## config.mk

```make
export PLATFORM = sky130hd
export DESIGN_NAME = alu_seq_muldiv
export DESIGN_NICKNAME = d
export VERILOG_FILES = /design/src/rtl/alu_seq_muldiv.sv
export SDC_FILE = /design/constraint.sdc
export NUM_CORES = 1
export LEC_CHECK = 0
export ABC_AREA = 1
export CELL_PAD_IN_SITES_DETAIL_PLACEMENT = 1
export CELL_PAD_IN_SITES_GLOBAL_PLACEMENT = 1
export CORE_ASPECT_RATIO = 1.25
export CORE_UTILIZATION = 24
export CTS_CLUSTER_SIZE = 14
export DETAILED_ROUTE_END_ITERATION = 6
export GPL_TIMING_DRIVEN = 1
export PLACE_DENSITY_LB_ADDON = 0.12
export SYNTH_ARGS = -nofsm -noshare
export SYNTH_HDL_FRONTEND = slang
export SYNTH_SLANG_ARGS = --single-unit
```

## constraint.sdc

```tcl
create_clock -name clk -period 8 [get_ports clk]
set_input_delay 1.2 -clock clk [delete_from_list [all_inputs] [get_ports clk]]
set_output_delay 1.2 -clock clk [all_outputs]
set_load 0.05 [all_outputs]
```

## src/rtl/alu_seq_muldiv.sv

```systemverilog
// Registered EX-stage ALU: single-cycle ops plus an iterative shift-add multiply writing HI/LO.
// Defining ALU_DIV_EN adds DIV/DIVU as an iterative restoring divide through the same FSM.
module alu_seq_muldiv #(
  parameter int DATA_W  = 32,
  parameter int SHAMT_W = 5
) (
  input  logic               clk,
  input  logic               rst,
  input  logic               in_valid,
  output logic               in_ready,
  input  logic [5:0]         op_sel,
  input  logic [SHAMT_W-1:0] shamt,
  input  logic [DATA_W-1:0]  input1,
  input  logic [DATA_W-1:0]  input2,
  output logic               out_valid,
  input  logic               out_ready,
  output logic [DATA_W-1:0]  result,
  output logic               branch_taken,
  output logic [DATA_W-1:0]  hi,
  output logic [DATA_W-1:0]  lo,
  output logic               busy
);

  localparam logic [5:0] F_SLL   = 6'b000000;
  localparam logic [5:0] F_SRL   = 6'b000010;
  localparam logic [5:0] F_SRA   = 6'b000011;
  localparam logic [5:0] F_BLEZ  = 6'b000111;
  localparam logic [5:0] F_BGTZ  = 6'b001000;
  localparam logic [5:0] F_BEQ   = 6'b001001;
  localparam logic [5:0] F_BNE   = 6'b001010;
  localparam logic [5:0] F_BGEZ  = 6'b001011;
  localparam logic [5:0] F_BLTZ  = 6'b001100;
  localparam logic [5:0] F_MFHI  = 6'b010000;
  localparam logic [5:0] F_MFLO  = 6'b010010;
  localparam logic [5:0] F_MULT  = 6'b011000;
  localparam logic [5:0] F_MULTU = 6'b011001;
  localparam logic [5:0] F_DIV   = 6'b011010;
  localparam logic [5:0] F_DIVU  = 6'b011011;
  localparam logic [5:0] F_ADDU  = 6'b100001;
  localparam logic [5:0] F_SUBU  = 6'b100011;
  localparam logic [5:0] F_AND   = 6'b100100;
  localparam logic [5:0] F_OR    = 6'b100101;
  localparam logic [5:0] F_XOR   = 6'b100110;
  localparam logic [5:0] F_SLT   = 6'b101010;
  localparam logic [5:0] F_SLTU  = 6'b101011;

  typedef enum logic [1:0] {S_IDLE, S_MUL, S_DIV, S_DONE} state_t;

  state_t                state_q, state_d;
  logic [SHAMT_W-1:0]    cnt_q, cnt_d;
  logic [2*DATA_W-1:0]   acc_q, acc_d;
  logic [DATA_W-1:0]     opnd_q, opnd_d;
  logic                  neg_q, neg_d, rneg_q, rneg_d, is_div_q, is_div_d, dz_q, dz_d;
  logic [DATA_W-1:0]     result_q, result_d, hi_q, hi_d, lo_q, lo_d;
  logic                  bt_q, bt_d, ov_q, ov_d;

  logic [DATA_W-1:0]     alu_res;
  logic                  alu_bt;
  logic                  accept, op_signed, a_neg, b_neg;
  logic [DATA_W-1:0]     a_mag, b_mag;
  logic [DATA_W:0]       mul_sum;
  logic [2*DATA_W-1:0]   mul_step, div_step, prod;
  logic [2*DATA_W:0]     div_shl;
  logic [DATA_W:0]       div_diff;
  logic [DATA_W-1:0]     quo, rem, fin_hi, fin_lo;

  assign in_ready     = (state_q == S_IDLE) && (!ov_q || out_ready);
  assign accept       = in_valid && in_ready;
  assign busy         = (state_q == S_MUL) || (state_q == S_DIV);
  assign out_valid    = ov_q;
  assign result       = result_q;
  assign branch_taken = bt_q;
  assign hi           = hi_q;
  assign lo           = lo_q;

  always_comb begin
    alu_res = '0;
    alu_bt  = 1'b0;
    case (op_sel)
      F_ADDU: alu_res = input1 + input2;
      F_SUBU: alu_res = input1 - input2;
      F_AND:  alu_res = input1 & input2;
      F_OR:   alu_res = input1 | input2;
      F_XOR:  alu_res = input1 ^ input2;
      F_SLL:  alu_res = input2 << shamt;
      F_SRL:  alu_res = input2 >> shamt;
      F_SRA:  alu_res = $unsigned($signed(input2) >>> shamt);
      F_SLT:  alu_res = DATA_W'($signed(input1) < $signed(input2));
      F_SLTU: alu_res = DATA_W'(input1 < input2);
      F_BEQ:  alu_bt  = (input1 == input2);
      F_BNE:  alu_bt  = (input1 != input2);
      F_BGEZ: alu_bt  = !input1[DATA_W-1];
      F_BLTZ: alu_bt  = input1[DATA_W-1];
      F_BLEZ: alu_bt  = input1[DATA_W-1] || (input1 == '0);
      F_BGTZ: begin
        alu_bt  = !input1[DATA_W-1] && (input1 != '0);
        alu_res = input1;
      end
      F_MFHI: alu_res = hi_q;
      F_MFLO: alu_res = lo_q;
      default: ;
    endcase
  end

  // Iterative ops run on magnitudes; signs are re-applied when the op retires.
  assign op_signed = (op_sel == F_MULT) || (op_sel == F_DIV);
  assign a_neg     = op_signed && input1[DATA_W-1];
  assign b_neg     = op_signed && input2[DATA_W-1];
  assign a_mag     = a_neg ? -input1 : input1;
  assign b_mag     = b_neg ? -input2 : input2;

  // Multiply: acc = {partial product, remaining multiplier bits}.
  assign mul_sum  = {1'b0, acc_q[2*DATA_W-1:DATA_W]} + {1'b0, (acc_q[0] ? opnd_q : '0)};
  assign mul_step = {mul_sum, acc_q[DATA_W-1:1]};

  // Divide: acc = {remainder, dividend bits shifting into quotient}.
  assign div_shl  = {acc_q, 1'b0};
  assign div_diff = div_shl[2*DATA_W:DATA_W] - {1'b0, opnd_q};
  assign div_step = div_diff[DATA_W] ? div_shl[2*DATA_W-1:0]
                                     : {div_diff[DATA_W-1:0], div_shl[DATA_W-1:1], 1'b1};

  assign prod = neg_q ? -acc_q : acc_q;
  assign quo  = acc_q[DATA_W-1:0];
  assign rem  = acc_q[2*DATA_W-1:DATA_W];

  always_comb begin
    if (is_div_q) begin
      fin_lo = dz_q ? '1 : (neg_q ? -quo : quo);
      fin_hi = rneg_q ? -rem : rem;
    end else begin
      fin_lo = prod[DATA_W-1:0];
      fin_hi = prod[2*DATA_W-1:DATA_W];
    end
  end

  always_comb begin
    state_d  = state_q;
    cnt_d    = cnt_q;
    acc_d    = acc_q;
    opnd_d   = opnd_q;
    neg_d    = neg_q;
    rneg_d   = rneg_q;
    is_div_d = is_div_q;
    dz_d     = dz_q;
    result_d = result_q;
    bt_d     = bt_q;
    hi_d     = hi_q;
    lo_d     = lo_q;
    ov_d     = ov_q;
    if (ov_q && out_ready) ov_d = 1'b0;
    case (state_q)
      S_IDLE: begin
        if (accept) begin
          case (op_sel)
            F_MULTU, F_MULT: begin
              acc_d    = {{DATA_W{1'b0}}, b_mag};
              opnd_d   = a_mag;
              neg_d    = a_neg ^ b_neg;
              rneg_d   = 1'b0;
              is_div_d = 1'b0;
              dz_d     = 1'b0;
              cnt_d    = '0;
              state_d  = S_MUL;
            end
`ifdef ALU_DIV_EN
            F_DIVU, F_DIV: begin
              acc_d    = {{DATA_W{1'b0}}, a_mag};
              opnd_d   = b_mag;
              neg_d    = a_neg ^ b_neg;
              rneg_d   = a_neg;
              is_div_d = 1'b1;
              dz_d     = (input2 == '0);
              cnt_d    = '0;
              state_d  = S_DIV;
            end
`endif
            default: begin
              result_d = alu_res;
              bt_d     = alu_bt;
              ov_d     = 1'b1;
            end
          endcase
        end
      end
      S_MUL, S_DIV: begin
        acc_d = (state_q == S_DIV) ? div_step : mul_step;
        cnt_d = cnt_q + 1'b1;
        if (cnt_q == SHAMT_W'(DATA_W-1)) state_d = S_DONE;
      end
      S_DONE: begin
        hi_d     = fin_hi;
        lo_d     = fin_lo;
        result_d = fin_lo;
        bt_d     = 1'b0;
        ov_d     = 1'b1;
        state_d  = S_IDLE;
      end
      default: state_d = S_IDLE;
    endcase
  end

  always_ff @(posedge clk or posedge rst) begin
    if (rst) begin
      state_q  <= S_IDLE;
      cnt_q    <= '0;
      acc_q    <= '0;
      opnd_q   <= '0;
      neg_q    <= 1'b0;
      rneg_q   <= 1'b0;
      is_div_q <= 1'b0;
      dz_q     <= 1'b0;
      result_q <= '0;
      bt_q     <= 1'b0;
      hi_q     <= '0;
      lo_q     <= '0;
      ov_q     <= 1'b0;
    end else begin
      state_q  <= state_d;
      cnt_q    <= cnt_d;
      acc_q    <= acc_d;
      opnd_q   <= opnd_d;
      neg_q    <= neg_d;
      rneg_q   <= rneg_d;
      is_div_q <= is_div_d;
      dz_q     <= dz_d;
      result_q <= result_d;
      bt_q     <= bt_d;
      hi_q     <= hi_d;
      lo_q     <= lo_d;
      ov_q     <= ov_d;
    end
  end

endmodule

```

==> Word level (Yosys, flattened, before mapping) <==
Cells that the tools add are included.
{ "totals": {"inputBits": 79, "word_cells": 109, "ff_bits": 202, "output_inout_bits": 100} }
{ "op_classes": {"muxes": 28, "n_lt_le_gt_ge": 2, "shifts": 3, "n_reduce_logical": 24, "n_addsub": 8, "n_bitwise": 4, "eq_ne": 30} }
{ "op_table": {"columns": ["cell", "n"], "rows": [
  ["$pmux W32 S13", 1],
  ["$mux W64", 5],
  ["$mux W32", 5],
  ["$pmux W64 S2", 1],
  ["$lt A32 B32 Y1", 2],
  ["$neg A32 Y32", 2],
  ["$neg A64 Y64", 1],
  ["$pmux W32 S2", 1],
  ["$eq A6 B6 Y1 const B", 7],
  ["$add A32 B32 Y33", 1],
  ["$sub A33 B32 Y33", 1],
  ["$add A32 B32 Y32", 1],
  ["$and A32 B32 Y32", 1],
  ["$eq A32 B32 Y1", 1],
  ["$logic_not A32 Y1", 1],
  ["$ne A32 B32 Y1", 1],
  ["$or A32 B32 Y32", 1],
  ["$reduce_bool A32 Y1", 1],
  ["$shl A32 B5 Y32", 1],
  ["$shr A32 B5 Y32", 1],
  ["$sshr A32 B5 Y32", 1],
  ["$sub A32 B32 Y32", 1],
  ["$xor A32 B32 Y32", 1],
  ["$eq A6 B4 Y1 const B", 5],
  ["other kinds (25)", 55]
]} }

==> Longest topological paths before layout <==
Gate-level depths: netlist of the first run.
{ "logic_depth": {"depth_word": 7, "depth_mapped": 21, "mapped_depth_nobuf": 21} }

==> Worst setup path after synthesis of the first run <==
Ideal clock, no wire load.
{ "synth_timing": {"path_type": "in2reg", "start": "input port out_ready", "end": "register cnt_q[4]", "setup_ns": 0.121, "n_path_buf": 1, "arrival_time_ns": 3.019, "slack_ns": 4.860, "stages": 9, "path_cell_list": "nor2_1 > nor2_1 > nand2_1 > nor2_4 > nor2_4 > nor2_4 > inv_2 > clkbuf_1 > a22o_1"} }
{ "synth_via": {"elab_chain_len": 5} }
{ "synth_lines": {"columns": ["item", "line_no", "rtl"], "rows": [
  ["start: declaration", "16", "input logic out_ready,"],
  ["$logic_or A1 B1 Y1", "67", "assign in_ready = (state_q == S_IDLE) && (!ov_q || out_ready);"],
  ["$logic_and A1 B1 Y1", "67", null],
  ["via in_ready", "10", "output logic in_ready,"],
  ["$logic_and A1 B1 Y1", "68", "assign accept = in_valid && in_ready;"],
  ["$ne A2 B2 Y1 (no line)", null, null],
  ["$reduce_and A3 Y1 (no line)", null, null],
  ["end signal: assignment", "219", "cnt_q <= cnt_d;"],
  ["end: declaration", "50", "logic [SHAMT_W-1:0] cnt_q, cnt_d;"]
]} }
The timed path passes the listed nets, and every way through them passes these cells.
A chain may end at the register's enable or synchronous reset.

==> Worst setup path after layout of the first run <==
{ "layout_timing": {"start": "input port input2[25]", "end": "register result_q[25], in the netlist result[25]"} }
{ "layout_via": {"elab_chain_len": 5} }
{ "layout_lines": {"columns": ["item", "line_no", "rtl"], "rows": [
  ["start: declaration", "14", "input logic [DATA_W-1:0] input2,"],
  ["$sub A32 B32 Y32 (tied with other cells)", "81", "F_SUBU: alu_res = input1 - input2;"],
  ["$pmux W32 S13 (*)", "79", "case (op_sel)"],
  ["$mux W32 (*)", "154", "case (op_sel)"],
  ["$mux W32 (*)", "153", "if (accept) begin"],
  ["$pmux W32 S2 (*)", "151", "case (state_q)"],
  ["end signal: assignment", "226", "result_q <= result_d;"],
  ["end: declaration", "54", "logic [DATA_W-1:0] result_q, result_d, hi_q, hi_d, lo_q, lo_d;"]
]} }
Mark *: on every way between the ends. The rest lies on a longest branch, timed or not. The select of a mux whose other input is x is not followed.

==> key figures, run 1 <==
Status
  • Status: finished clean

CTS
  • Clock Tree Buf Depth: 3
  • CTS tree: yes
  • Root buf cell: clkbuf_16
  • Skew-Pair Late Insertion Delay: 570 ps
  • CTS Sinks: approximately 200
  • Post-CTS setup buffer count: 0
  • CTS clk-pin slew, worst paths: 80 ps
  • Num CTS Buffers: 23
  • CTS resizes: 0
  • CTS Hold Bufs: 0
  • CTS HTree Levels: 1

Floorplan
  • Ports: 179
  • Row cnt: 140
  • Initial core utilization: about a quarter
  • Core box area: 0.1165 mm²
  • Die Wd: 308.7 µm
  • Die Height: approximately 390 µm
  • DIE AREA: between 0.1 and 0.15 mm²

Setup path
  • RR Startpoint: acc_q[31]$_DFFE_PP0P_
  • Kind of critical path: in2reg
  • Worst setup SP type: input pin
  • R2r worst-path depth: 21
  • Worst EP required: 8460 ps
  • Peak fanout along the critical path: 9
  • Crit path DAT: 5250 ps
  • Crit end category: flop
  • Reg2Reg Setup Slack: between 3000 and 4000 ps
  • FF-to-FF End: acc_q[46]$_DFFE_PP0P_

Global route
  • First-pass GRT wire length: 265800 µm
  • GRT Total Usage: 31.16%
  • Total grt overflow: 0
  • Largest net degree at the start of global routing: between 100 and 150
  • Initial antenna violation count: 4
  • Vias in the first global route: 36340

Finish
  • Footprint of the multi-input gates: ~0.020 mm²
  • Register Area: 0.005056 mm²
  • Fraction of layout cells with a size suffix above 1: 3.551%
  • Layout fillers: 15360
  • Area growth syn-to-layout: 15.07%
  • Layout Nets: ~5400
  • Final instance area: between 0.03 and 0.04 mm²

STA
  • Post-route setup slack: 3210 ps
  • Crit share post-route: 59.87%
  • Slew Viols, Final: 0
  • Actual slew at the worst max-slew pin: 1161 ps
  • Fin Setup TNS: 0 ps
  • Worst relative slew slack: 22.51%
  • F_max: between 200 and 250 MHz
  • RSZ-0062 raised after global routing: no
  • Final setup vio count: 0
  • Setup Skew: 19.46 ps
  • Hold Fails Final Rpt: 0
  • Minimum clock period: 4790 ps

Worst hold path
  • Hold path depth: 1
  • Worst Hold Path EP: cnt_q[4]$_DFFE_PP0P_
  • Worst hold path startpoint: cnt_q[4]$_DFFE_PP0P_
  • Hold Crit Class: reg2reg

Job
  • Max-cap violations: 0

Power and ir drop
  • PwrDens: 357.1 mW/mm²
  • Overall Power: about 0.012 W
  • Static Leak: 16.32 nW
  • Max VDD drop: 0.0002304 V

Route
  • Total wire length: 188200 µm
  • Remaining DRCs: 0
  • First-pass DRT Iterations: 5
  • Via/cell ratio: 5.251
  • Vias: 35420
  • Detailed-route wire length per cell: 27.90 µm
  • Iteration-0 DRC Markers: ~2700
  • Final ANT Viol Nets: 0

Logic synthesis
  • XOR/XNOR share of the synthesized area: 1.769%
  • Synth warn: 0
  • Compound-Gate Fraction of Synth Area: 13.84%
  • Post-synth top flop: dfrtp_1
  • Async SR Flop Fraction: 100.0%
  • Mux cell area share after synthesis: 0%
  • Largest family of logic cells by synthesized area: simple AND/OR/NAND/NOR gates
  • Simple-gate portion of the synthesized area: 46.28%
  • Synthesized area: 0.02822 mm²
  • Adder-cell share of the synthesized area: 8.442%
  • Yosys reg bits: about 200
  • Mapped Nets: 5366
  • Yosys cell types: 56
  • Syn Inst Count: around 5100
  • Seq/Total Area, Yosys: 17.91%
  • Mapped Avg Cell Area: 5.535 µm²
  • Post-synth EDFFs: 0

Placement
  • Final GP Congestion: roughly 1.1
  • Hpwl dp: approximately 160000 µm
  • Dpl cell area: around 0.032 mm²
  • # port buffers: 178
  • Pre-CTS setup slack: 2764 ps
critical path, stage by stage:
cell	delay [ps]
clkdlybuf4s50_1	920
inv_1	260
ha_1	500
inv_1	260
o211ai_1	150
nor2_1	650
nand3_1	160
a21oi_1	620
nand3_1	310
nand2_1	130
a21oi_1	70
cells in the mapped netlist, drive strengths merged, types with 9 or more instances:
master	number	area share, %
xor2	47	1.5
and2	13	0.29
dfrtp	202	18
nand3	635	11
nand2	1663	22
o21ai	301	5.3
inv	652	8.7
nor3	77	1.5
nand3b	14	0.37
o211ai	23	0.61
a22oi	14	0.37
nand4	89	2.0
nor4	9	0.20
or2	14	0.31
clkbuf	86	1.1
o22ai	29	0.64
ha	184	8.2
a21o	10	0.27
a31oi	15	0.33
xnor2	10	0.31
buf	107	1.9
o21bai	24	0.64
a21oi	269	4.8
nor2	566	7.9
layout make-up:
| type | count | area share, % |
|---|---|---|
| antenna | 2 | 0.01541 |
| clock buffer | 32 | 2.061 |
| clock inverter | 10 | 0.7051 |
| inverter | 656 | 7.610 |
| multi-input combinational | 4048 | 61.25 |
| sequential | 202 | 15.57 |
| tap | 1562 | 6.018 |
| timing repair buffer | 233 | 6.766 |
where the power goes:
group	internal (W)	switching (W)	leakage [nW]
logic	0.00225	0.00563	13.4
registers	0.00152	0.000858	2.43
clock network	0.000810	0.000520	0.441
total	0.00458	0.00701	16.3
cells in the final DEF (no fill, tap or decap), types with 5 or more instances in the layout:
| cell | synthesis | routed |
|---|---|---|
| nand3_1 | 632 | 632 |
| a31oi_1 | 15 | 15 |
| and2_1 | 13 | 13 |
| clkbuf_16 | 0 | 23 |
| a21oi_1 | 269 | 268 |
| nor4_1 | 9 | 9 |
| o21ai_1 | 61 | 61 |
| nor2_1 | 544 | 541 |
| o21ai_0 | 240 | 240 |
| a22oi_1 | 14 | 14 |
| ha_1 | 184 | 182 |
| nor2_2 | 10 | 13 |
| clkdlybuf4s50_1 | 0 | 176 |
| a21boi_0 | 5 | 5 |
| o31ai_1 | 7 | 7 |
| o22ai_1 | 29 | 29 |
| nand2_1 | 1653 | 1653 |
| or2_0 | 5 | 5 |
| xor2_1 | 47 | 47 |
| clkbuf_8 | 0 | 6 |
| nand2_2 | 9 | 9 |
| nor2_4 | 12 | 12 |
| a21o_1 | 10 | 10 |
| inv_1 | 625 | 622 |
| xnor2_1 | 10 | 10 |
| nand4_1 | 89 | 89 |
| nor3_1 | 72 | 72 |
| o21bai_1 | 24 | 24 |
| dfrtp_1 | 202 | 201 |
| buf_4 | 11 | 54 |
| nand3b_1 | 14 | 14 |
| o211ai_1 | 23 | 23 |
| or2_2 | 9 | 9 |
| inv_2 | 27 | 29 |
| bufinv_16 | 0 | 7 |
worst max path at each step:
stage                     startpoint                     end  slack, ps  cells past startpoint
final                     input2[25]  result[25]$_DFFE_PP0P_       3210                     11
after global routing      input2[24]   result[0]$_DFFE_PP0P_       3330                     15
after CTS                 input2[25]  result[25]$_DFFE_PP0P_       3360                     11
after detailed placement  input2[25]  result[25]$_DFFE_PP0P_       2760                     11
after global placement    input2[25]  result[25]$_DFFE_PP0P_       2730                     11
after floorplan                  rst    acc_q[0]$_DFFE_PP0P_       1290                      1
logic make-up after synthesis:
group,after synthesis
simple gates,3088
buf+inv,849
compound gates,715
flops,202
fa+ha+maj,188
xor+xnor,57
routing by layer:
layer,track usage [%],up-vias,wire [µm]
li1,-,16600,-
met1,34.97,17520,73530
met2,57.17,950,95080
met3,2.062,348,6142
met4,19.10,0,13430
met5,0,-,0
metrics by stage:
step,utilization (%),std cells,hold slack [ps]
3_3_place_gp,27.10,6701,493.1
5_1_grt,27.88,6744,542.5
3_5_place_dp,27.10,6701,500.6
4_1_cts,27.87,6743,515.9
2_1_floorplan,-,5099,472.3
6_report,27.88,6745,506.7
state kept, by name, indices dropped and copies added (netlist names):
| register | count |
|---|---|
| acc_q | 64 |
| lo | 32 |
| out_valid | 1 |
| state_q | 2 |
| cnt_q | 5 |
| branch_taken | 1 |
| neg_q | 1 |
| hi | 32 |
| result | 32 |
| opnd_q | 32 |
No activity file was read; power rests on OpenSTA's default activity.
==> run 2, diff against run 1 <==
clock period = 4.4 ns   (was 8 ns; I/O delays follow)
==> run 2 against run 1 <==
  * Clock skew is 13 ps higher
  * Core utilization increased by 1.1 points
  * Sequential share of layout area decreased by 0.57 points
  * Combinational power rose by 89%
  * Non-clock buffer count grew 168
  * Register-to-register slack worse by 2900 ps
  * Setup slack worse by 2700 ps
  * Die area did not move
  * Cell count up 2.5%
  * Critical path depth rose by 4
  * Clock power increased by 56%
  * Sequential power grew 81%
==> key figures, run 2 (synthesis results as in run 1) <==
Finish
  • Most common cell after layout, fill and taps aside: nand2_1
  • Finished Layout Cells: 6911
  • Fraction of layout cells with a size suffix above 1: 6.525%
  • Footprint of the multi-input gates: 0.01989 mm²
  • Final instance area: around 0.034 mm²
  • Area growth syn-to-layout: 19.45%
  • Final Core Density: slightly below 30%
  • Register Area: between 0.005 and 0.006 mm²
  • Most frequent cells in the layout: nand2_1, nand3_1, inv_1
  • Reg with most FFs: acc_q
  • Flip-flop count of the largest register after layout: 64
  • Layout Nets: 5599
  • ANT cells: 0
  • Layout fillers: 15380

Global route
  • Total grt overflow: 0
  • First-pass GRT wire length: ~280000 µm
  • Vias in the first global route: approximately 37000
  • Initial antenna violation count: 6
  • GRT Total Usage: ~34%
  • Largest net degree at the start of global routing: between 100 and 150

Setup path
  • Buf+Inv Stages, Crit Path: 4
  • Crit end category: flop
  • Worst setup SP type: input pin
  • Cell family with most CP delay: simple AND/OR/NAND/NOR gates
  • CP max stage delay: 830 ps
  • Worst EP required: 4840 ps
  • Kind of critical path: in2reg
  • Peak fanout along the critical path: 7
  • Worst path cell trace: clkdlybuf4s50_1 -> inv_1 -> ha_1 -> buf_4 -> nand2_1 -> inv_1 -> nand3_1 -> nor3_1 -> nand3_1 -> nand2_1 -> nand2_1 -> nand3_1 -> nand3_1 -> nand2_1 -> a21oi_1
  • Slowest CP cell: clkdlybuf4s50_1
  • Crit path DAT: 4300 ps

STA
  • Final setup vio count: 0
  • F_max: 259.1 MHz
  • Crit share post-route: 87.73%
  • Slew Viols, Final: 0
  • Minimum clock period: between 3000 and 4000 ps
  • Actual slew at the worst max-slew pin: 1105 ps
  • Setup Skew: approximately 32 ps
  • Hold slack: 509.9 ps
  • RSZ-0062 raised after global routing: no
  • Worst relative slew slack: 25.65%
  • Hold Fails Final Rpt: 0

CTS
  • Post-CTS setup buffer count: 0
  • CTS tree: yes
  • CTS clk-pin slew, worst paths: 60 ps
  • Clock Tree Buf Depth: 3
  • CTS HTree Levels: 1
  • Root buf cell: clkbuf_16
  • CTS Hold Bufs: 0
  • Num CTS Buffers: 23
  • CTS Sinks: 202
  • Skew-Pair Late Insertion Delay: roughly 580 ps
  • CTS resizes: 0

Floorplan
  • Row cnt: 140
  • Ports: 179
  • Initial core utilization: 24.23%
  • Core box area: 0.1165 mm²
  • DIE AREA: between 0.1 and 0.15 mm²
  • Die Height: 385.4 µm
  • Die Wd: a little over 300 µm

Status
  • Status: finished clean

Route
  • Detailed-route wire length per cell: 29.68 µm
  • Final ANT Viol Nets: 0
  • Iteration-0 DRC Markers: 2368
  • Via/cell ratio: ~5.2
  • Remaining DRCs: 0
  • Vias: ~36000
  • Total wire length: approximately 210000 µm
  • First-pass DRT Iterations: 5

Power and ir drop
  • Static Leak: 17.10 nW
  • PwrDens: around 630 mW/mm²
  • Overall Power: 0.02124 W
  • Max VDD drop: 0.0004458 V

Placement
  • # port buffers: 178
  • Final GP Congestion: between 1 and 1.5
  • # placed instances: 6869
  • Hpwl dp: between 150000 and 200000 µm
  • Dpl cell area: 0.03295 mm²

Worst hold path
  • Hold Crit Class: reg2reg

Job
  • Max-cap violations: 0
run 2: cell types whose count changed in the layout (fill, tap and decap cells not counted), sizes merged:
cell | previous run | this run
clkbuf | 32 | 36
buf | 57 | 225
diode | 2 | 0
bufinv | 7 | 1
clkinvlp | 0 | 2
run 2: layout make-up:
cell class | instances | area share [%]
Clock buffer | 36 | 2.060
Clock inverter | 6 | 0.1819
Inverter | 656 | 7.323
Multi-Input combinational cell | 4048 | 59.01
Sequential cell | 202 | 15.00
Tap cell | 1562 | 5.798
Timing Repair Buffer | 401 | 10.63
run 2: power by group:
| part | switching, W | leakage [nW] | internal (W) |
|---|---|---|---|
| clock | 0.000937 | 0.371 | 0.00114 |
| sequential | 0.00154 | 2.43 | 0.00277 |
| combinational | 0.0105 | 14.3 | 0.00431 |
run 2: per-stage QoR:
step                      setup TNS [ps]  setup slack [ps]
after detailed placement          -22.85            -22.85
final                                  0             540.1
after CTS                              0             548.1
after global placement            -116.9            -116.9
after global routing                   0             500.9
after floorplan                        0              1124
run 2: per-layer routing:
metal | track usage (%) | up-vias | share of wire, %
met4 | 23.38 | 8 | 8.1
met1 | 38.28 | 17560 | 39
met3 | 2.846 | 372 | 3.3
met2 | 60.66 | 864 | 49
li1 | - | 16920 | -
met5 | 0 | - | 0.027
run 2: final timing paths:
kind / from / endpoint / slack, ps / cells after the start
worst max-delay path: input2[21] / result[29]$_DFFE_PP0P_ / 540 / 15
worst min-delay path: cnt_q[4]$_DFFE_PP0P_ / cnt_q[4]$_DFFE_PP0P_ / 510 / 1
worst max register to register: acc_q[31]$_DFFE_PP0P_ / acc_q[45]$_DFFE_PP0P_ / 930 / 21
worst min register to register: cnt_q[4]$_DFFE_PP0P_ / cnt_q[4]$_DFFE_PP0P_ / 510 / 1
max in group asynchronous: rst / hi[1]$_DFFE_PP0P_ / 2620 / 3
min in group asynchronous: rst / hi[28]$_DFFE_PP0P_ / 540 / 2
run 2: worst reg2reg max path, cell delays in order, from the launching register on:
cell	delay (ps)
dfrtp_1	480
inv_1	220
ha_1	180
inv_1	60
fa_1	390
nand2_1	80
inv_1	50
nand2_1	50
nand2_1	100
nand2_1	80
nand2_1	120
nand2_1	130
nand2_2	120
nand2_2	120
nand2_2	70
nand2_1	80
nand2_2	240
nor2_1	380
buf_4	200
nand2_1	50
nand3_1	60
o21ai_1	60
==> run 3, diff against run 2 <==
CORE_UTILIZATION = 38   (was 24)
GPL_TIMING_DRIVEN = 0   (was 1)
==> run 3 against run 2 <==
  * The run now ends with setup timing left
  * Design area decreased by 4.6%
  * Clock-buffer cell count decreased by 10
  * Register-to-register slack got worse by 610 ps
  * Critical path depth unchanged
  * Non-clock buffer count decreased by 22
  * Power increased by 2.5%
  * Clock skew increased by 19 ps
  * Combinational power about the same
  * Flip-flop and latch count unchanged
  * Clock power about the same
  * Sequential power increased by 5.1%
  * Highest routed layer unchanged
==> key figures, run 3 (synthesis results as in run 1) <==
STA
  • Crit share post-route: 102.6%
  • Slew Viols, Final: 0
  • Minimum clock period: roughly 4500 ps
  • Worst relative slew slack: between 20% and 30%
  • Post-route setup slack: -115.6 ps
  • RSZ-0062 raised after global routing: no
  • Hold slack: 496.0 ps
  • F_max: 221.5 MHz
  • Hold Fails Final Rpt: 0
  • Final setup vio count: 3
  • Actual slew at the worst max-slew pin: 1184 ps
  • Setup Skew: 50.90 ps

Global route
  • First-pass GRT wire length: 265300 µm
  • Total grt overflow: 0
  • Vias in the first global route: 37390
  • Largest net degree at the start of global routing: 42
  • Initial antenna violation count: 18
  • GRT Total Usage: 49.30%

Finish
  • Final Core Density: between 40% and 50%
  • Register Area: 0.005055 mm²
  • Layout Nets: between 5000 and 6000
  • Layout fillers: 10580
  • Most frequent cells in the layout: nand2_1, nand3_1, inv_1
  • Flip-flop count of the largest register after layout: 64
  • Fraction of layout cells with a size suffix above 1: under 10%
  • Area growth syn-to-layout: 13.94%
  • Final instance area: 0.03215 mm²
  • Reg with most FFs: acc_q
  • Footprint of the multi-input gates: between 0.015 and 0.02 mm²
  • Most common cell after layout, fill and taps aside: nand2_1

Route
  • First-pass DRT Iterations: 5
  • Total wire length: about 190000 µm
  • Iteration-0 DRC Markers: 3443
  • Detailed-route wire length per cell: 29.72 µm
  • Remaining DRCs: 0
  • Via/cell ratio: 6.061
  • Vias: 38130
  • Final ANT Viol Nets: 0

CTS
  • CTS Sinks: 202
  • Clock Tree Buf Depth: 3
  • CTS tree: yes
  • CTS Hold Bufs: 0
  • Num CTS Buffers: 22
  • Skew-Pair Late Insertion Delay: 610 ps
  • Root buf cell: clkbuf_16
  • CTS clk-pin slew, worst paths: 60 ps
  • CTS HTree Levels: 1

Floorplan
  • Core box area: ~0.073 mm²
  • Row cnt: 111
  • Die Wd: 245.7 µm
  • Ports: 179
  • DIE AREA: 0.07537 mm²
  • Die Height: 306.7 µm
  • Initial core utilization: 38.41%

Setup path
  • CP startpoint: input2[5]
  • RR Startpoint: acc_q[0]$_DFFE_PP0P_
  • Worst EP required: 4880 ps
  • Reg2Reg Setup Slack: roughly 320 ps
  • Kind of critical path: in2reg
  • Peak fanout along the critical path: 9
  • Crit path DAT: 4990 ps
  • Worst setup SP type: input pin
  • Crit end category: flop

Status
  • Failing checks: setup timing
  • Status: finished with violations

Worst hold path
  • Hold Crit Class: reg2reg
  • Worst hold path startpoint: branch_taken$_DFFE_PP0P_

Power and ir drop
  • PwrDens: 677.4 mW/mm²
  • Overall Power: 0.02178 W
  • Static Leak: roughly 17 nW
  • Max VDD drop: 0.0006500 V

Job
  • Max-cap violations: 0

Placement
  • # port buffers: 174
  • Hpwl dp: around 150000 µm
  • Dpl cell area: 0.03127 mm²
  • Final GP Congestion: approximately 1.2
## run 3: changes by cell type in the layout (fill, tap and decap cells not counted), sizes merged
cell	before	now
buf	225	119
bufinv	1	4
clkbuf	36	113
clkdlybuf4s50	176	165
clkinv	6	10
clkinvlp	2	7
diode	0	8
dlymetal6s2s	0	8
inv	653	647
## run 3: power by group
| part | switching [W] | internal (W) |
|---|---|---|
| Combinational | 0.0109 | 0.00421 |
| Clock | 0.000918 | 0.00118 |
| Sequential | 0.00177 | 0.00276 |
## run 3: per-layer routing
metal	GRT usage [%]	wire (µm)
met5	0	93
met4	49.04	23130
met3	13.07	17690
met2	74.60	79730
met1	55.03	66310
## run 3: critical path, stage by stage
cell and delay, ps:
dlymetal6s2s_1 650, inv_1 590, ha_1 460, clkbuf_1 470, o21bai_1 280, inv_1 100, nand3_1 220, nand2_1 130
nand2_1 210, o21ai_0 220, nand2_1 100, nor2_1 460, nand2_1 230, nand2_1 140, a21oi_1 70
## run 3: final timing paths
| path | to | cells after the start |
|---|---|---|
| worst max-delay path | result[10]$_DFFE_PP0P_ | 15 |
| worst min-delay path | branch_taken$_DFFE_PP0P_ | 2 |
| worst max register to register | acc_q[45]$_DFFE_PP0P_ | 17 |
| worst min register to register | branch_taken$_DFFE_PP0P_ | 2 |
| max in group asynchronous | result[10]$_DFFE_PP0P_ | 5 |
| min in group asynchronous | opnd_q[4]$_DFFE_PP0P_ | 2 |
## run 3: timing repair
item / CTS / global route
endpoints found under the setup margin: 0 / 24
setup buffers: 0 / 7
gates resized for setup: 0 / 20
## run 3: per-stage QoR
stage | setup TNS, ps | setup slack [ps] | instances
6_report | -230.6 | -115.6 | 6291
3_3_place_gp | -133900 | -670.8 | 6233
4_1_cts | 0 | 12.42 | 6276
3_5_place_dp | -9340 | -587.5 | 6238
2_1_floorplan | 0 | 1124 | 5099
5_1_grt | 0 | 6.863 | 6283
## run 3: area by class of cell
class	count	area share, %
timing repair buffer	186	5.938
buffer	193	2.662
tap	960	3.736
inverter	656	7.740
sequential	202	15.72
multi-input combinational	4048	61.75
clock inverter	12	0.5992
clock buffer	26	1.790
antenna	8	0.06226
